==> config.mk <==
export PLATFORM = sky130hd
export DESIGN_NAME = vita49_tx_sched
export DESIGN_NICKNAME = d
export VERILOG_FILES = /design/src/rtl/vita49_sched_pkg.sv /design/src/rtl/vita49_cmd_fifo.sv /design/src/rtl/vita49_tx_sched.sv
export SDC_FILE = /design/constraint.sdc
export NUM_CORES = 1
export LEC_CHECK = 0
export BUFFER_PORTS_ARGS = -buffer_cell sky130_fd_sc_hd__buf_4
export CAP_MARGIN = 40
export CORE_ASPECT_RATIO = 1.2
export CORE_MARGIN = 2
export CORE_UTILIZATION = 50
export DETAILED_ROUTE_END_ITERATION = 16
export PLACE_DENSITY_LB_ADDON = 0.05
export SETUP_SLACK_MARGIN = 0.5
export SLEW_MARGIN = 5
export SYNTH_ARGS = -nofsm -noshare
export SYNTH_HDL_FRONTEND = slang
export SYNTH_SLANG_ARGS = --single-unit
==> constraint.sdc <==
create_clock -name AXIS_ACLK -period 32.3 [get_ports AXIS_ACLK]
set_clock_uncertainty 0.15 [all_clocks]
set_input_delay 4.845 -clock AXIS_ACLK [delete_from_list [all_inputs] [get_ports AXIS_ACLK]]
set_output_delay 4.845 -clock AXIS_ACLK [all_outputs]
set_load 0.02 [all_outputs]
==> src/rtl/vita49_sched_pkg.sv <==
// Shared types for the VITA-49 transmit burst scheduler: FSM states, packer
// ctrl bit positions and the queued burst command record.
package vita49_sched_pkg;

  typedef enum logic [2:0] {
    IDLE  = 3'd0,
    CHECK = 3'd1,
    RST   = 3'd2,
    ARM   = 3'd3,
    RUN   = 3'd4,
    DONE  = 3'd5,
    FLUSH = 3'd6
  } state_t;

  localparam int CTRL_START = 0;
  localparam int CTRL_RESET = 1;

  // 1 + 32 + 16 + 32 + 32 + 64 = 177 bits
  typedef struct packed {
    logic        timed;
    logic [31:0] stream_id;
    logic [15:0] pkt_size;
    logic [31:0] words;
    logic [31:0] start_sec;
    logic [63:0] start_fsec;
  } cmd_t;

  // A burst with no packets or no payload cannot be handed to the packer.
  function automatic logic cmd_is_empty(input cmd_t c);
    return (c.pkt_size == 16'd0) || (c.words == 32'd0);
  endfunction

endpackage

==> src/rtl/vita49_cmd_fifo.sv <==
// Single-clock command FIFO with first-word-fall-through read, flush and
// occupancy; QDEPTH must be a power of two so the pointers wrap naturally.
module vita49_cmd_fifo
  import vita49_sched_pkg::*;
#(
  parameter int QDEPTH = 4
) (
  input  logic                     clk,
  input  logic                     rst,
  input  logic                     push,
  input  logic                     pop,
  input  logic                     flush,
  input  cmd_t                     din,
  output cmd_t                     dout,
  output logic                     full,
  output logic                     empty,
  output logic [$clog2(QDEPTH):0]  level
);

  localparam int AW = $clog2(QDEPTH);

  cmd_t          mem [QDEPTH];
  logic [AW-1:0] wr_ptr;
  logic [AW-1:0] rd_ptr;
  logic          do_push;
  logic          do_pop;

  assign full    = (level == (AW+1)'(QDEPTH));
  assign empty   = (level == '0);
  assign do_push = push & ~full & ~flush;
  assign do_pop  = pop & ~empty & ~flush;
  assign dout    = mem[rd_ptr];

  always_ff @(posedge clk) begin
    if (do_push) mem[wr_ptr] <= din;
  end

  always_ff @(posedge clk or posedge rst) begin
    if (rst) begin
      wr_ptr <= '0;
      rd_ptr <= '0;
      level  <= '0;
    end else if (flush) begin
      wr_ptr <= '0;
      rd_ptr <= '0;
      level  <= '0;
    end else begin
      if (do_push) wr_ptr <= wr_ptr + AW'(1);
      if (do_pop)  rd_ptr <= rd_ptr + AW'(1);
      level <= level + (AW+1)'(do_push) - (AW+1)'(do_pop);
    end
  end

endmodule

==> src/rtl/vita49_tx_sched.sv <==
// Burst sequencer for vita49_pack: queues commands, programs the packer,
// pulses its reset, waits for the start time and runs until the last packet.
module vita49_tx_sched
  import vita49_sched_pkg::*;
#(
  parameter int QDEPTH     = 4,
  parameter int RST_CYCLES = 4,
  parameter int TIMEOUT    = 65536,
  parameter bit LATE_DROP  = 1'b0
) (
  input  logic                        AXIS_ACLK,
  input  logic                        AXIS_ARESET,
  input  logic                        cmd_valid,
  output logic                        cmd_ready,
  input  logic                        cmd_timed,
  input  logic [31:0]                 cmd_stream_id,
  input  logic [15:0]                 cmd_pkt_size,
  input  logic [31:0]                 cmd_words,
  input  logic [31:0]                 cmd_start_sec,
  input  logic [63:0]                 cmd_start_fsec,
  input  logic                        abort,
  input  logic [31:0]                 timestamp_sec,
  input  logic [63:0]                 timestamp_fsec,
  output logic [31:0]                 ctrl,
  output logic [31:0]                 streamID,
  output logic [15:0]                 pkt_size,
  output logic [31:0]                 words_to_pack,
  input  logic                        mon_tvalid,
  input  logic                        mon_tready,
  input  logic                        mon_tlast,
  output logic                        busy,
  output logic                        done,
  output logic                        late_err,
  output logic                        cfg_err,
  output logic                        timeout_err,
  input  logic                        err_clr,
  output logic [31:0]                 pkt_count,
  output logic [$clog2(QDEPTH):0]     q_level
);

  localparam int CW = $clog2(RST_CYCLES + 1);

  state_t        state;
  cmd_t          work;
  cmd_t          cmd_in;
  cmd_t          fifo_dout;
  logic          fifo_full;
  logic          fifo_empty;
  logic          fifo_push;
  logic          fifo_pop;
  logic [31:0]   rem;
  logic [31:0]   wd;
  logic [CW-1:0] cnt;
  logic          arm_first;
  logic          abort_hit;
  logic          beat;
  logic [95:0]   now;
  logic [95:0]   tgt;
  logic          late_set;
  logic          cfg_set;
  logic          tmo_set;

  assign cmd_in    = {cmd_timed, cmd_stream_id, cmd_pkt_size, cmd_words, cmd_start_sec, cmd_start_fsec};
  // Abort is a no-op only when there is nothing queued and nothing running.
  assign abort_hit = abort & ~((state == IDLE) & fifo_empty);
  assign fifo_push = cmd_valid & ~fifo_full & ~abort;
  assign fifo_pop  = (state == IDLE) & ~fifo_empty & ~abort_hit;
  assign beat      = mon_tvalid & mon_tready & mon_tlast;
  assign now       = {timestamp_sec, timestamp_fsec};
  assign tgt       = {work.start_sec, work.start_fsec};

  assign cfg_set  = ~abort_hit & (state == CHECK) & cmd_is_empty(work);
  assign late_set = ~abort_hit & (state == ARM) & work.timed & arm_first & (now > tgt);
  assign tmo_set  = ~abort_hit & (state == RUN) & ~beat & (wd == 32'(TIMEOUT - 1));

  vita49_cmd_fifo #(.QDEPTH(QDEPTH)) u_fifo (
    .clk   (AXIS_ACLK),
    .rst   (AXIS_ARESET),
    .push  (fifo_push),
    .pop   (fifo_pop),
    .flush (abort_hit),
    .din   (cmd_in),
    .dout  (fifo_dout),
    .full  (fifo_full),
    .empty (fifo_empty),
    .level (q_level)
  );

  always_ff @(posedge AXIS_ACLK or posedge AXIS_ARESET) begin
    if (AXIS_ARESET) begin
      state         <= IDLE;
      work          <= '0;
      streamID      <= '0;
      pkt_size      <= '0;
      words_to_pack <= '0;
      rem           <= '0;
      wd            <= '0;
      cnt           <= '0;
      arm_first     <= 1'b0;
      pkt_count     <= '0;
    end else if (abort_hit) begin
      state <= FLUSH;
      cnt   <= '0;
    end else begin
      case (state)
        IDLE: if (!fifo_empty) begin
          work  <= fifo_dout;
          state <= CHECK;
        end
        CHECK: if (cmd_is_empty(work)) begin
          state <= IDLE;
        end else begin
          streamID      <= work.stream_id;
          pkt_size      <= work.pkt_size;
          words_to_pack <= work.words;
          rem           <= work.words;
          cnt           <= '0;
          state         <= RST;
        end
        RST: if (cnt == CW'(RST_CYCLES - 1)) begin
          state     <= ARM;
          arm_first <= 1'b1;
        end else begin
          cnt <= cnt + CW'(1);
        end
        ARM: begin
          arm_first <= 1'b0;
          wd        <= '0;
          // A late command always satisfies now >= tgt, so it runs unless dropped.
          if (late_set && LATE_DROP) state <= IDLE;
          else if (!work.timed || now >= tgt) state <= RUN;
        end
        RUN: if (beat) begin
          pkt_count <= pkt_count + 32'd1;
          wd        <= '0;
          if (rem <= {16'd0, pkt_size}) state <= DONE;
          else rem <= rem - {16'd0, pkt_size};
        end else if (tmo_set) begin
          state <= FLUSH;
          cnt   <= '0;
        end else begin
          wd <= wd + 32'd1;
        end
        DONE: state <= IDLE;
        FLUSH: if (cnt == CW'(RST_CYCLES - 1)) state <= IDLE;
               else cnt <= cnt + CW'(1);
        default: state <= IDLE;
      endcase
    end
  end

  // A set in the same cycle as err_clr takes precedence.
  always_ff @(posedge AXIS_ACLK or posedge AXIS_ARESET) begin
    if (AXIS_ARESET) begin
      late_err    <= 1'b0;
      cfg_err     <= 1'b0;
      timeout_err <= 1'b0;
    end else begin
      late_err    <= late_set | (late_err & ~err_clr);
      cfg_err     <= cfg_set | (cfg_err & ~err_clr);
      timeout_err <= tmo_set | (timeout_err & ~err_clr);
    end
  end

  always_comb begin
    ctrl             = '0;
    ctrl[CTRL_START] = (state == RUN);
    ctrl[CTRL_RESET] = (state == RST) || (state == FLUSH);
  end

  assign done      = (state == DONE);
  assign busy      = (state != IDLE) || !fifo_empty;
  assign cmd_ready = !fifo_full;

endmodule

==> results.py <==
metrics = {
    "power": {
        "vdd_drop_max_uv": 46.9,
        "power_leakage_nw": 20.6,
        "power.density_mw_per_mm2": 71.7,
        "finalPower_mw": 3.75,
    },
    "setup_path": {
        "crit_top_cell": "buf_4",
        "path_cells": "buf_4, inv_1, and3_1, and2_4, buf_4, buf_4",
        "end_kind": "flip-flop",
        "max_stage_delay_ps": 720,
        "cp-start-kind": "input pin",
        "reg2reg_slack_ps": 28440,
        "critPathKind": "input pin to flip-flop",
        "critPathRequiredTime_ps": 32440,
        "crit_fanout": 48,
        "cp.arrival_ps": 7630,
        "slowest_stage": "buf_4",
    },
    "cts": {
        "clk_latency_ps": 670,
        "cts.repair.resized": 0,
        "htree_levels": 3,
        "cts_hold_buf": 0,
        "cts-root-buf": "clkbuf_16",
        "path_clk_slew_ps": 60,
        "post-cts-setup-buffers": 0,
        "cts_buffers": 105,
        "clk_path_buf_depth": 3,
        "tritoncts": "done",
        "cts.sinks": 1078,
    },
    "timing": {
        "rsz0062_at_grt": "false",
        "finalHoldViolCount": 0,
        "final.period_utilization_pct": 23.2,
        "fmax_mhz": 134,
        "drv_slew": 0,
        "layout_min_cycle_time_ps": 7480,
        "worst_pin_slew_ps": 839,
        "setup_tns_ps": 0,
        "timing.slew.headroom_pct": 44.1,
        "setup_viol": 0,
    },
    "grt": {
        "grt_pass1_wl_um": 164000,
        "grt_pass1_vias": 27100,
        "grt_max_degree": 93,
        "overflow": 0,
        "grtUsageTotal_pct": 24.1,
        "antenna_found_initial": 21,
    },
    "synthesis": {
        "netlist_top_cells_count": "708 x edfxtp_1, 430 x nand2_1, 370 x dfrtp_1, 199 x o21ai_0, 177 x mux4_2",
        "yosysMostFrequentCell": "edfxtp_1",
        "synth-seq-cells": 1078,
        "synthTopCellsByArea": "edfxtp_1 48%, dfrtp_1 21%, mux4_2 9.0%, nand2_1 3.6%, ha_1 3.4%",
        "synthDominantCellAreaShare_pct": 48.0,
        "ys.flop_type": "edfxtp_1",
        "ys_seq_area_share_pct": 69.0,
        "avgSynthCellArea_um2": 15.1,
        "yosysUniqueCellTypes": 73,
        "synth_top_area_cell": "edfxtp_1",
        "netlist_area_mm2": 0.0443,
        "ys_warn_count": 0,
        "synth-async-reset-ratio_pct": 34.3,
        "synth_cells": 2928,
        "synth_edf_count": 708,
    },
    "place": {
        "hpwl_um": 73400,
        "globalplace.congestion": 0.869,
        "io_buffers": 403,
        "placedCellCount": 4410,
        "place_area_mm2": 0.0488,
    },
    "drt": {
        "drt_wl_total_um": 108000,
        "ant_nets": 0,
        "drcViolationCount": 0,
        "wl_per_cell_um": 23.4,
        "vias": 25700,
        "drtPass1Iterations": 5,
        "first_iter_violations": 2008,
        "via_per_inst": 5.56,
    },
    "floorplan": {
        "die_area_mm2": 0.0909,
        "coreArea_mm2": 0.0877,
        "io_pins": 434,
        "std_cell_rows": 119,
        "start_util_pct": 50.5,
        "die_w_um": 276,
        "dieHeight_um": 330,
    },
    "run": {
        "maxCapViolations": 0,
    },
    "run_status": {
        "status": "finished clean",
    },
    "finish": {
        "fin_area_mm2": 0.0523,
        "drive_above_1_share_pct": 25.9,
        "layout.nets": 3773,
        "fin_util_pct": 59.6,
        "stdcell_count": 4618,
        "syn2layout_area_growth_pct": 18.2,
    },
    "worst_hold_path": {
        "hold_class": "flip-flop to flip-flop",
    },
}
-- report_power, final --
part | internal, mW | leakage, nW | total [mW] | switching [mW]
Combinational | 0.298 | 7.88 | 0.717 | 0.419
Sequential | 1.69 | 11.0 | 1.80 | 0.113
Clock | 0.723 | 1.69 | 1.24 | 0.513
Total | 2.71 | 20.6 | 3.75 | 1.05
-- worst paths after layout --
| check | from | endpoint | cells after the start |
|---|---|---|---|
| setup / recovery | abort | u_fifo.mem[3][76] | 6 |
| hold / removal | work[167] | streamID[23] | 2 |
| setup reg to reg | pkt_size[0] | rem[27] | 11 |
| hold reg to reg | work[167] | streamID[23] | 2 |
| max in group asynchronous | AXIS_ARESET | pkt_count[20] | 5 |
| min in group asynchronous | AXIS_ARESET | work[128] | 2 |
-- metal layers --
| metal | up-vias | global-route usage (%) | wire length (um) |
|---|---|---|---|
| met5 | - | 0 | 46 |
| met4 | 8 | 8.74 | 3610 |
| met3 | 190 | 4.66 | 6130 |
| met2 | 696 | 42.4 | 56200 |
| met1 | 13100 | 29.4 | 42100 |
| li1 | 11700 | - | - |
-- critical path: cells and delay by family --
family | cells | cell delay [ps]
buf+inv | 4 | 1740
simple gates | 2 | 910
-- cells in the final DEF, fill, tap and decap left out, drive strengths merged, types with 29 or more instances in the layout --
master and n:
conb 30, clkbuf 148, nor4 29, ha 122, mux2 87, o21ai 200, nand3 45, nand4 43
dfrtp 370, nor2 87, a21oi 88, nand2 430, clkinv 29, edfxtp 708, mux4 177, inv 144
buf 454
-- registers in the layout (all words and copies together) (netlist names) --
register,flops
streamID,32
u_fifo.mem,708
wd,32
pkt_count,32
u_fifo.level,3
tgt,96
late_err,1
rem,32
arm_first,1
pkt_size,16
words_to_pack,32
u_fifo.rd_ptr,2
timeout_err,1
work,81
state,3
cfg_err,1
u_fifo.wr_ptr,2
cnt,3
-- area by class of cell --
type / instances / area (um2)
antenna: 13 / 32.5
clock buffer: 148 / 2910
sequential: 1078 / 30500
inverter: 142 / 541
multi-input combinational: 1587 / 12600
tap: 1149 / 1440
clock inverter: 47 / 564
fill: 6795 / 35400
timing repair buffer: 454 / 3670
-- through the flow --
step / hold WS (ps) / setup slack (ps)
6_report: 315 / 24820
5_1_grt: 340 / 24630
4_1_cts: 315 / 24750
3_5_place_dp: 301 / 24050
3_3_place_gp: 297 / 23950
2_1_floorplan: 285 / 17030
-- kinds of logic (layout without fill, tap and decap cells) --
group                    Yosys count  count (layout)  share of synthesized area (%)
AO/OA/AOI/OAI                    384             384                           5.01
XOR/XNOR                          53              53                           1.05
adder cells (fa/ha/maj)          124             124                           3.54
buffers and inverters            292             791                           2.81
flip-flops                      1078            1078                           69.0
multiplexers                     268             268                           11.3
other                              1              43                        0.00847
AND/OR/NAND/NOR                  728             728                           7.33
(Power assumes the default switching activity.)
